## src/rtl/pq_pkg.sv

```systemverilog
// ----------------------------------------------------------------------------
// pq_pkg
// Shared definitions for the sorted priority queue.
//   beats()                  : ordering rule between two priorities; ties
//                              never beat, which preserves FIFO order among
//                              equal priorities.
//   EVICT_MODE_* constants   : values for the EVICT_ON_FULL parameter.
// ----------------------------------------------------------------------------
package pq_pkg;

    // Full-queue behaviour selectors
    localparam bit EVICT_MODE_BACKPRESSURE = 1'b0;
    localparam bit EVICT_MODE_DROP_LOSER   = 1'b1;

    // a beats b: strictly better priority under the chosen ordering
    function automatic logic beats(input logic        high_first,
                                   input logic [31:0] a,
                                   input logic [31:0] b);
        return high_first ? (a > b) : (a < b);
    endfunction

endpackage

```

## src/rtl/pq_insert_index.sv

```systemverilog
// ----------------------------------------------------------------------------
// pq_insert_index
// Finds where a new entry lands in the sorted array: the first occupied slot
// whose entry the new priority beats, or `count` if it beats none.
//   new_priority  : priority of the incoming item
//   slot_priority : priorities of all slots (post-dequeue view), slot 0 = head
//   count         : occupancy of that view; slots >= count are ignored
//   index         : insert position, 0..count (count may equal DEPTH)
// ----------------------------------------------------------------------------
module pq_insert_index
    import pq_pkg::*;
#(
    parameter int DEPTH               = 16,
    parameter int PRIORITY_WIDTH      = 3,
    parameter bit HIGH_PRIORITY_FIRST = 1'b1,
    localparam int CW                 = $clog2(DEPTH + 1)
) (
    input  logic [PRIORITY_WIDTH-1:0]            new_priority,
    input  logic [DEPTH-1:0][PRIORITY_WIDTH-1:0] slot_priority,
    input  logic [CW-1:0]                        count,
    output logic [CW-1:0]                        index
);

    logic [DEPTH-1:0] beaten;

    // one comparator per slot, masked by occupancy
    for (genvar i = 0; i < DEPTH; i++) begin : g_cmp
        assign beaten[i] = (CW'(i) < count) &&
                           beats(HIGH_PRIORITY_FIRST, 32'(new_priority),
                                 32'(slot_priority[i]));
    end

    // first-set priority encoder; lowest index wins
    always_comb begin
        index = count;
        for (int i = DEPTH - 1; i >= 0; i--) begin
            if (beaten[i]) index = CW'(i);
        end
    end

endmodule

```

## src/rtl/aging_free_evicting_priority_queue.sv

```systemverilog
// ----------------------------------------------------------------------------
// aging_free_evicting_priority_queue
// Sorted priority queue, slot 0 is the head, FIFO among equal priorities.
// One enqueue and one dequeue per cycle; optional evict-on-full.
// Ports:
//   clk, rst                  : clock, synchronous active-high reset
//   i_data/i_priority/i_valid : enqueue side, o_ready accepts
//   o_data/o_priority/o_valid : show-ahead head, i_ready consumes
//   i_flush                   : drop everything (overrides enq/deq)
//   o_count, o_almost_full    : occupancy status
//   o_evict_*                 : one-cycle report of a dropped entry
// ----------------------------------------------------------------------------
module aging_free_evicting_priority_queue
    import pq_pkg::*;
#(
    parameter int DATA_WIDTH          = 8,
    parameter int PRIORITY_WIDTH      = 3,
    parameter int DEPTH               = 16,
    parameter bit HIGH_PRIORITY_FIRST = 1'b1,
    parameter bit EVICT_ON_FULL       = EVICT_MODE_BACKPRESSURE,
    parameter int ALMOST_FULL_THRESH  = DEPTH - 2
) (
    input  logic                          clk,
    input  logic                          rst,
    input  logic [DATA_WIDTH-1:0]         i_data,
    input  logic [PRIORITY_WIDTH-1:0]     i_priority,
    input  logic                          i_valid,
    output logic                          o_ready,
    output logic [DATA_WIDTH-1:0]         o_data,
    output logic [PRIORITY_WIDTH-1:0]     o_priority,
    output logic                          o_valid,
    input  logic                          i_ready,
    input  logic                          i_flush,
    output logic [$clog2(DEPTH+1)-1:0]    o_count,
    output logic                          o_almost_full,
    output logic                          o_evict_valid,
    output logic [DATA_WIDTH-1:0]         o_evict_data,
    output logic [PRIORITY_WIDTH-1:0]     o_evict_priority
);

    localparam int            CW   = $clog2(DEPTH + 1);
    localparam logic [CW-1:0] FULL = CW'(DEPTH);

    logic [DEPTH-1:0][DATA_WIDTH-1:0]     slot_data, shift_data, next_data;
    logic [DEPTH-1:0][PRIORITY_WIDTH-1:0] slot_prio, shift_prio, next_prio;
    logic [CW-1:0]                        count, count_pd, count_next, ins_idx;
    logic                                 deq, enq, ins_en, evict_fire;
    logic [DATA_WIDTH-1:0]                evict_data_d;
    logic [PRIORITY_WIDTH-1:0]            evict_prio_d;
    logic                                 ev_valid_q;
    logic [DATA_WIDTH-1:0]                ev_data_q;
    logic [PRIORITY_WIDTH-1:0]            ev_prio_q;

    // ---- handshakes; flush kills both sides ------------------------------
    assign o_valid = (count != '0);
    assign o_ready = (count < FULL) || (EVICT_ON_FULL == EVICT_MODE_DROP_LOSER);
    assign deq     = o_valid && i_ready && !i_flush;
    assign enq     = i_valid && o_ready && !i_flush;

    // occupancy as seen by the insert search, after the head has left
    assign count_pd = count - CW'(deq);

    // ---- post-dequeue view: everything moves one slot toward the head ----
    for (genvar i = 0; i < DEPTH; i++) begin : g_shift
        if (i < DEPTH - 1) begin : g_mid
            assign shift_data[i] = deq ? slot_data[i+1] : slot_data[i];
            assign shift_prio[i] = deq ? slot_prio[i+1] : slot_prio[i];
        end else begin : g_last
            // stale copy of the tail when shifting; it sits at index >= count
            assign shift_data[i] = slot_data[i];
            assign shift_prio[i] = slot_prio[i];
        end
    end

    pq_insert_index #(
        .DEPTH               (DEPTH),
        .PRIORITY_WIDTH      (PRIORITY_WIDTH),
        .HIGH_PRIORITY_FIRST (HIGH_PRIORITY_FIRST)
    ) u_insert_index (
        .new_priority  (i_priority),
        .slot_priority (shift_prio),
        .count         (count_pd),
        .index         (ins_idx)
    );

    // ins_idx == DEPTH only when full and the newcomer loses to the tail:
    // nothing moves and the newcomer itself is the evicted entry.
    assign ins_en     = enq && (ins_idx != FULL);
    assign evict_fire = enq && (count_pd == FULL);
    assign count_next = count_pd + CW'(enq && (count_pd != FULL));

    assign evict_data_d = (ins_idx == FULL) ? i_data     : shift_data[DEPTH-1];
    assign evict_prio_d = (ins_idx == FULL) ? i_priority : shift_prio[DEPTH-1];

    // ---- per-slot shift/insert mux ---------------------------------------
    // above the insert point: keep; at it: new item; below it: push down one
    for (genvar i = 0; i < DEPTH; i++) begin : g_slot
        if (i == 0) begin : g_head
            assign next_data[i] = (ins_en && ins_idx == '0) ? i_data     : shift_data[i];
            assign next_prio[i] = (ins_en && ins_idx == '0) ? i_priority : shift_prio[i];
        end else begin : g_body
            assign next_data[i] = !ins_en                ? shift_data[i]   :
                                  (CW'(i) == ins_idx)    ? i_data          :
                                  (CW'(i) >  ins_idx)    ? shift_data[i-1] :
                                                           shift_data[i];
            assign next_prio[i] = !ins_en                ? shift_prio[i]   :
                                  (CW'(i) == ins_idx)    ? i_priority      :
                                  (CW'(i) >  ins_idx)    ? shift_prio[i-1] :
                                                           shift_prio[i];
        end
    end

    // ---- state ------------------------------------------------------------
    always_ff @(posedge clk) begin
        if (rst) begin
            count      <= '0;
            slot_data  <= '0;
            slot_prio  <= '0;
            ev_valid_q <= 1'b0;
            ev_data_q  <= '0;
            ev_prio_q  <= '0;
        end else if (i_flush) begin
            count      <= '0;
            ev_valid_q <= 1'b0;
        end else begin
            count      <= count_next;
            slot_data  <= next_data;
            slot_prio  <= next_prio;
            ev_valid_q <= evict_fire;
            if (evict_fire) begin
                ev_data_q <= evict_data_d;
                ev_prio_q <= evict_prio_d;
            end
        end
    end

    // ---- outputs ----------------------------------------------------------
    // head is masked so stale slot contents never reach the bus when empty
    assign o_data           = o_valid ? slot_data[0] : '0;
    assign o_priority       = o_valid ? slot_prio[0] : '0;
    assign o_count          = count;
    assign o_almost_full    = (int'(count) >= ALMOST_FULL_THRESH);
    assign o_evict_valid    = ev_valid_q;
    assign o_evict_data     = ev_data_q;
    assign o_evict_priority = ev_prio_q;

endmodule

```

## config.mk

```make
export PLATFORM = sky130hd
export DESIGN_NAME = aging_free_evicting_priority_queue
export DESIGN_NICKNAME = d
export VERILOG_FILES = /design/src/rtl/pq_pkg.sv /design/src/rtl/pq_insert_index.sv /design/src/rtl/aging_free_evicting_priority_queue.sv
export SDC_FILE = /design/constraint.sdc
export NUM_CORES = 1
export LEC_CHECK = 0
export ABC_CLOCK_PERIOD_IN_PS = 16810
export CAP_MARGIN = 10
export CORE_UTILIZATION = 40
export CTS_CLUSTER_SIZE = 25
export DETAILED_ROUTE_END_ITERATION = 16
export PLACE_DENSITY = 0.57
export SLEW_MARGIN = 25
export SYNTH_ARGS = -nofsm -noshare
export SYNTH_HDL_FRONTEND = slang
export SYNTH_SLANG_ARGS = --single-unit
```

## constraint.sdc

```tcl
create_clock -name clk -period 16.81 [get_ports clk]
set_input_delay 3.362 -clock clk [delete_from_list [all_inputs] [get_ports clk]]
set_output_delay 3.362 -clock clk [all_outputs]
set_load 0.03 [all_outputs]
```

==> results of run 1 <==
## sequential cells by signal, indices dropped and copies added, names as in the netlist
name	flops
o_count	5
o_evict_data	8
o_evict_priority	3
o_evict_valid	1
shift_data	8
shift_prio	3
slot_data	120
slot_prio	45
## area by class of cell
| class | instances | area [um^2] |
|---|---|---|
| timing repair buffer | 80 | 711 |
| tap | 448 | 561 |
| fill | 3390 | 18600 |
| inverter | 64 | 245 |
| sequential | 193 | 3860 |
| multi-input combinational | 1345 | 9210 |
| clock inverter | 10 | 146 |
| clock buffer | 22 | 484 |
## per-layer routing
layer | track usage [%] | vias up | wire (um)
li1 | - | 6508 | -
met1 | 34.9 | 6641 | 21100
met2 | 43.5 | 474 | 21900
met3 | 3.41 | 62 | 2730
met4 | 8.22 | 0 | 965
met5 | 0 | - | 0
## kinds of logic (layout without fill, tap and decap cells)
group                      after synthesis  after routing  share of synthesized area, %
adders and majority gates               52             52                          4.70
other                                    1              1                        0.0271
muxes                                  129            129                          9.49
buffers and inverters                  199            176                          5.98
and+or+nand+nor                        532            532                          17.8
AOI/OAI and AO/OA                      619            619                          33.0
xor gates and xnor gates                12             12                          1.11
DFF                                    193            193                          27.9
## Yosys cell counts (all sizes together), types with 12 or more instances
master / number
o22ai: 37
o31ai: 33
dfxtp: 193
a22oi: 56
nand3: 27
mux2: 18
nor3: 26
a221oi: 46
inv: 64
o21ai: 110
o221ai: 33
buf: 45
or3: 16
nor2: 87
o211ai: 12
a21oi: 87
mux2i: 111
nand2: 272
and3: 18
nor2b: 39
a211oi: 31
a211o: 12
clkbuf: 90
a31oi: 26
o22a: 12
ha: 52
a221o: 14
a32oi: 14
## worst max-delay path, cell delays in order
cell,delay (ns)
clkdlybuf4s50_1,0.39
buf_4,0.24
nand3b_1,0.20
buf_4,0.28
inv_6,0.73
buf_4,0.76
mux2i_1,0.28
ha_1,0.36
nor2b_1,0.12
o21ai_0,0.07
a32oi_1,0.30
a21oi_1,0.17
o211ai_1,0.40
o2bb2ai_2,0.27
nor3_2,0.21
buf_4,0.28
nand3_1,0.68
or2_2,0.56
a221oi_1,0.22
## stage by stage
stage	worst slack (ns)	cell area [um^2]	hold slack [ns]	total power (uW)	util, %
6_report	7.22	15200	0.457	1290	45.0
5_1_grt	6.69	15200	0.473	1350	45.0
4_1_cts	7.28	15200	0.464	1290	45.0
3_5_place_dp	6.80	14600	0.444	841	43.1
3_3_place_gp	6.89	14600	0.437	835	43.1
2_1_floorplan	8.47	13800	0.425	748	-
## path summary, 6_finish.rpt
path	startpoint	slack (ns)	to	cells after the start
min reg2reg	shift_data[127]	0.46	shift_data[127]	2
max reg2reg	o_count[2]	9.25	slot_data[15]	19
min	shift_data[127]	0.46	shift_data[127]	2
max	i_flush	7.22	slot_data[15]	19
## power groups by stage
stage | clock network, uW | logic [uW] | registers, uW
6_report | 452 | 339 | 500
5_1_grt | 480 | 367 | 502
4_1_cts | 462 | 332 | 499
3_5_place_dp | 0 | 331 | 510
3_3_place_gp | 0 | 326 | 509
2_1_floorplan | 0 | 244 | 504
==> reports/metrics.cfg, run 1 <==
[run_status]
status=finished clean

[synth]
synth_area_leader_cell=dfxtp_1
synth_top_area_share_pct=27.9
synthArstFlopShare_pct=0
synth-edff-count=0
synth_flop_cell=dfxtp_1
netlist_top_cells_area=dfxtp_1, mux2i_1, nand2_1
syn_area_um2=13800
syn_nets=1805
avgSynthCellArea_um2=7.97
yosysWarnings=0
syn_inst=1737
yosysSeqAreaShare_pct=27.9
yosys.cell_types.count=99
synth_seq_cells=193

[clocking]
cts_setup_buffers=0
htree_levels=4
cts_tree=built
cts_resized=0
insertion_delay_ns=0.46
cts_root_buf=clkbuf_16
cts_hold_buf=0
clk_pin_slew_ns=0.08
clock_sinks=193
clk_path_buf_depth=2
cts_made_buffers=17

[finish]
stdcell_count=2162
final_common_cell=nand2_1
drive_above_1_share_pct=8.69
final_cell_mix=nand2_1, dfxtp_1, mux2i_1
diodes=0
syn2layout_area_growth_pct=9.94
nets=1769

[power_and_ir_drop]
p_leak_uw=0.00542
pwr-share-clk_pct=35.0
ir_worst_vdd_v=0.0000817
seqPwrFrac_pct=38.7
p_comb_share_pct=26.3
power_switching_share_pct=34.5
intPower_uw=845
netSwitchingPower_uw=445
power_density_nw_per_um2=84.8

[routing]
drtPass1Iterations=6
routed_wl_um=46800
vias=13700
wl_per_cell_um=21.6
drc=0
drtIter0Drc=1040
avgViaCountPerCell=6.33
antenna_left=0

[timing]
finalSetupTns_ns=0
worst_pin_slew_ns=1.02
finalCriticalPeriod_ns=9.59
clock_skew_ns=0.0146
max_slew_margin_pct=31.9
fin_crit_sh_pct=57.0
rsz0062_at_grt=no
max_freq_mhz=104
finalSetupViolations=0
finalHoldViolations=0
finalMaxSlewViolations=0

[die]
initial_core_util_pct=41.0
die_w_um=188
die_h_um=188
die_area_um2=35300
io_pins=47
fp-row-count=67
core_um2=33800

[placed_design]
hpwlAfterDp_um=32100
io_buffer_count=46
globalplace.congestion=0.884
dp_cells=2130

[setup_path]
end_kind=flop
critPathMaxFanout=89
cp.required_ns=17.18
cp.arrival_ns=9.96
start_kind=input port
worstSetupPathType=in -> reg

[grt]
grt_max_degree=90
grt_first_pass_wirelength_um=74000
grt_pass1_vias=13000
grt_use_total_pct=26.2
gr-total-overflow=0
antenna_found_initial=0

[worst_hold_path]
hp-class=reg -> reg

[run]
cap_violations=0

Power figures use the tool's default switching activity.
==> inputs of run 2 (changes only) <==
ABC_CLOCK_PERIOD_IN_PS = 8500   (was 16810)
PLACE_DENSITY = 0.59   (was 0.57)
clock period = 8.5 ns   (was 16.81 ns; I/O delays follow)
==> run 2 against run 1 <==
  * Hold slack about the same
  * Largest power group unchanged
  * Die area unchanged
  * Final area about the same
  * Core utilization about the same
  * Clock power up 81%
==> reports/metrics.cfg, run 2 (synthesis results as in run 1) <==
[run_status]
status=finished clean

[clocking]
insertion_delay_ns=0.47  ; about the same
clk_path_buf_depth=2  ; unchanged
cts_root_buf=clkbuf_16
cts_resized=0  ; unchanged
cts_made_buffers=17  ; unchanged
htree_levels=4  ; unchanged
cts_hold_buf=0  ; unchanged
cts_setup_buffers=0  ; unchanged
clock_sinks=193  ; unchanged
clk_pin_slew_ns=0.07  ; about the same
cts_tree=built

[setup_path]
crit_path_top_delay_cell=nand4_1
r2r-start=o_count[3]
crit_start=i_flush
critPathMaxFanout=55  ; -38%
crit_buf_inv=2  ; -4
cp.required_ns=8.85  ; -8.33 ns
r2r_slack_ns=2.05  ; -7.20 ns
end_kind=flop
cp_common_cell=ha_1
cp.arrival_ns=7.39  ; -2.57 ns
start_kind=input port
cp_slowest_stage_delay_ns=0.76  ; about the same
cp_top_family=compound AO/OA/AOI/OAI gates
worstSetupPathType=in -> reg
crit_chain=clkdlybuf4s50_1 > nand3b_1 > inv_6 > ha_1 > ha_1 > nor3b_4 > xnor2_4 > nand2_4 > o32ai_4 > o211ai_1 > o2bb2ai_2 > nand4_1 > o21ai_0 > a31oi_1 > a221o_1

[finish]
final_cell_mix=nand2_1, dfxtp_1, mux2i_1
nets=1777  ; +0.45%
seq_area_um2=3860  ; unchanged
post-route-util_pct=45.0  ; about the same
top_regs=slot_data (120), slot_prio (45)
drive_above_1_share_pct=8.83  ; +0.13 points
syn2layout_area_growth_pct=9.87  ; about the same
fill_cells=3356  ; -1.0%
final_area_um2=15200  ; about the same
largest_register_ffs=120  ; unchanged
diodes=0  ; unchanged
final_common_cell=nand2_1
multi_input_area_um2=9190  ; -0.14%
regMostFlops=slot_data

[die]
die_h_um=188  ; unchanged
initial_core_util_pct=41.0  ; unchanged
io_pins=47  ; unchanged
core_um2=33800  ; unchanged
die_w_um=188  ; unchanged
die_area_um2=35300  ; unchanged
fp-row-count=67  ; unchanged

[timing]
fin_crit_sh_pct=82.9
finalMaxSlewViolations=0  ; unchanged
max_slew_margin_pct=28.5  ; -3.4 points
max_freq_mhz=142
clock_skew_ns=0.0174  ; +0.00272 ns
finalCriticalPeriod_ns=7.04
worst_pin_slew_ns=1.07  ; +0.0547 ns
finalSetupTns_ns=0  ; unchanged
rsz0062_at_grt=no
finalHoldViolations=0  ; unchanged
finalSetupViolations=0  ; unchanged

[routing]
routed_wl_um=46800  ; +0.15%
drtPass1Iterations=5  ; -1
drc=0  ; unchanged
vias=13700  ; +0.18%
wl_per_cell_um=21.6  ; -0.22%
avgViaCountPerCell=6.32  ; -0.19%
antenna_left=0  ; unchanged
drtIter0Drc=1204  ; +16%

[worst_hold_path]
worstHoldStart=shift_data[126]
hp-class=reg -> reg

[placed_design]
globalplace.congestion=0.881  ; -0.31%
placed_area_um2=14600  ; +0.45%
io_buffer_count=46  ; unchanged
hpwlAfterDp_um=32200  ; +0.32%

[grt]
antenna_found_initial=0  ; unchanged
grt_max_degree=56  ; -38%
grt_first_pass_wirelength_um=74900  ; +1.2%
grt_pass1_vias=13100  ; +1.1%
grt_use_total_pct=26.5  ; +0.38 points
gr-total-overflow=0  ; unchanged

[run]
cap_violations=0  ; unchanged

[power_and_ir_drop]
p_leak_uw=0.00542  ; about the same
power_density_nw_per_um2=163  ; +92%
ir_worst_vdd_v=0.000141  ; +73%

run 2: cell count changes in the layout (fill, tap and decap cells not counted), sizes merged:
| cell | delta |
|---|---|
| clkbuf | +2 |
| bufinv | -2 |
| buf | +8 |
| inv | -3 |
| clkinvlp | +3 |
run 2: layout make-up:
class / instances / area share [%]
Inverter: 64 / 1.61
Clock buffer: 24 / 3.23
Multi-Input combinational cell: 1345 / 60.5
Clock inverter: 8 / 0.518
Tap cell: 448 / 3.69
Sequential cell: 193 / 25.4
Timing Repair Buffer: 88 / 5.08
run 2: stage by stage:
| step | power [uW] | worst slack, ns | cells | hold WS, ns |
|---|---|---|---|---|
| 3_5_place_dp | 1670 | 1.17 | 2138 | 0.444 |
| 3_3_place_gp | 1660 | 1.19 | 2138 | 0.436 |
| 2_1_floorplan | 1480 | 1.83 | 1737 | 0.425 |
| 4_1_cts | 2480 | 1.62 | 2170 | 0.463 |
| 5_1_grt | 2590 | 1.07 | 2170 | 0.475 |
| 6_report | 2480 | 1.46 | 2170 | 0.457 |
run 2: where the power goes:
group | switching, uW | internal, uW
Sequential | 38.9 | 950
Clock | 382 | 435
Combinational | 452 | 225
run 2: layer usage:
metal	global-route usage, %	part of all wire (%)	vias up
met2	44.6	48	549
met1	34.7	44	6587
met4	7.63	1.5	0
li1	-	-	6522
met5	0	0	-
met3	4.42	6.7	52
run 2: path summary, 6_finish.rpt:
kind,end,depth (start not counted)
max,slot_data[17],15
min,shift_data[126],2
max reg2reg,slot_data[17],18
min reg2reg,shift_data[126],2
run 2: worst register-to-register path: stages, from the launching register on:
cell	delay, ns
dfxtp_1	0.64
or4_1	0.19
nor2_1	0.04
buf_4	0.19
inv_1	0.09
nand3b_1	0.17
inv_6	0.52
ha_1	0.31
ha_1	0.35
nor3b_4	0.40
xnor2_4	0.25
nand2_4	0.23
o32ai_4	0.52
o211ai_1	0.27
o2bb2ai_2	0.62
nand4_1	0.76
o21ai_0	0.44
a31oi_1	0.08
a221o_1	0.29
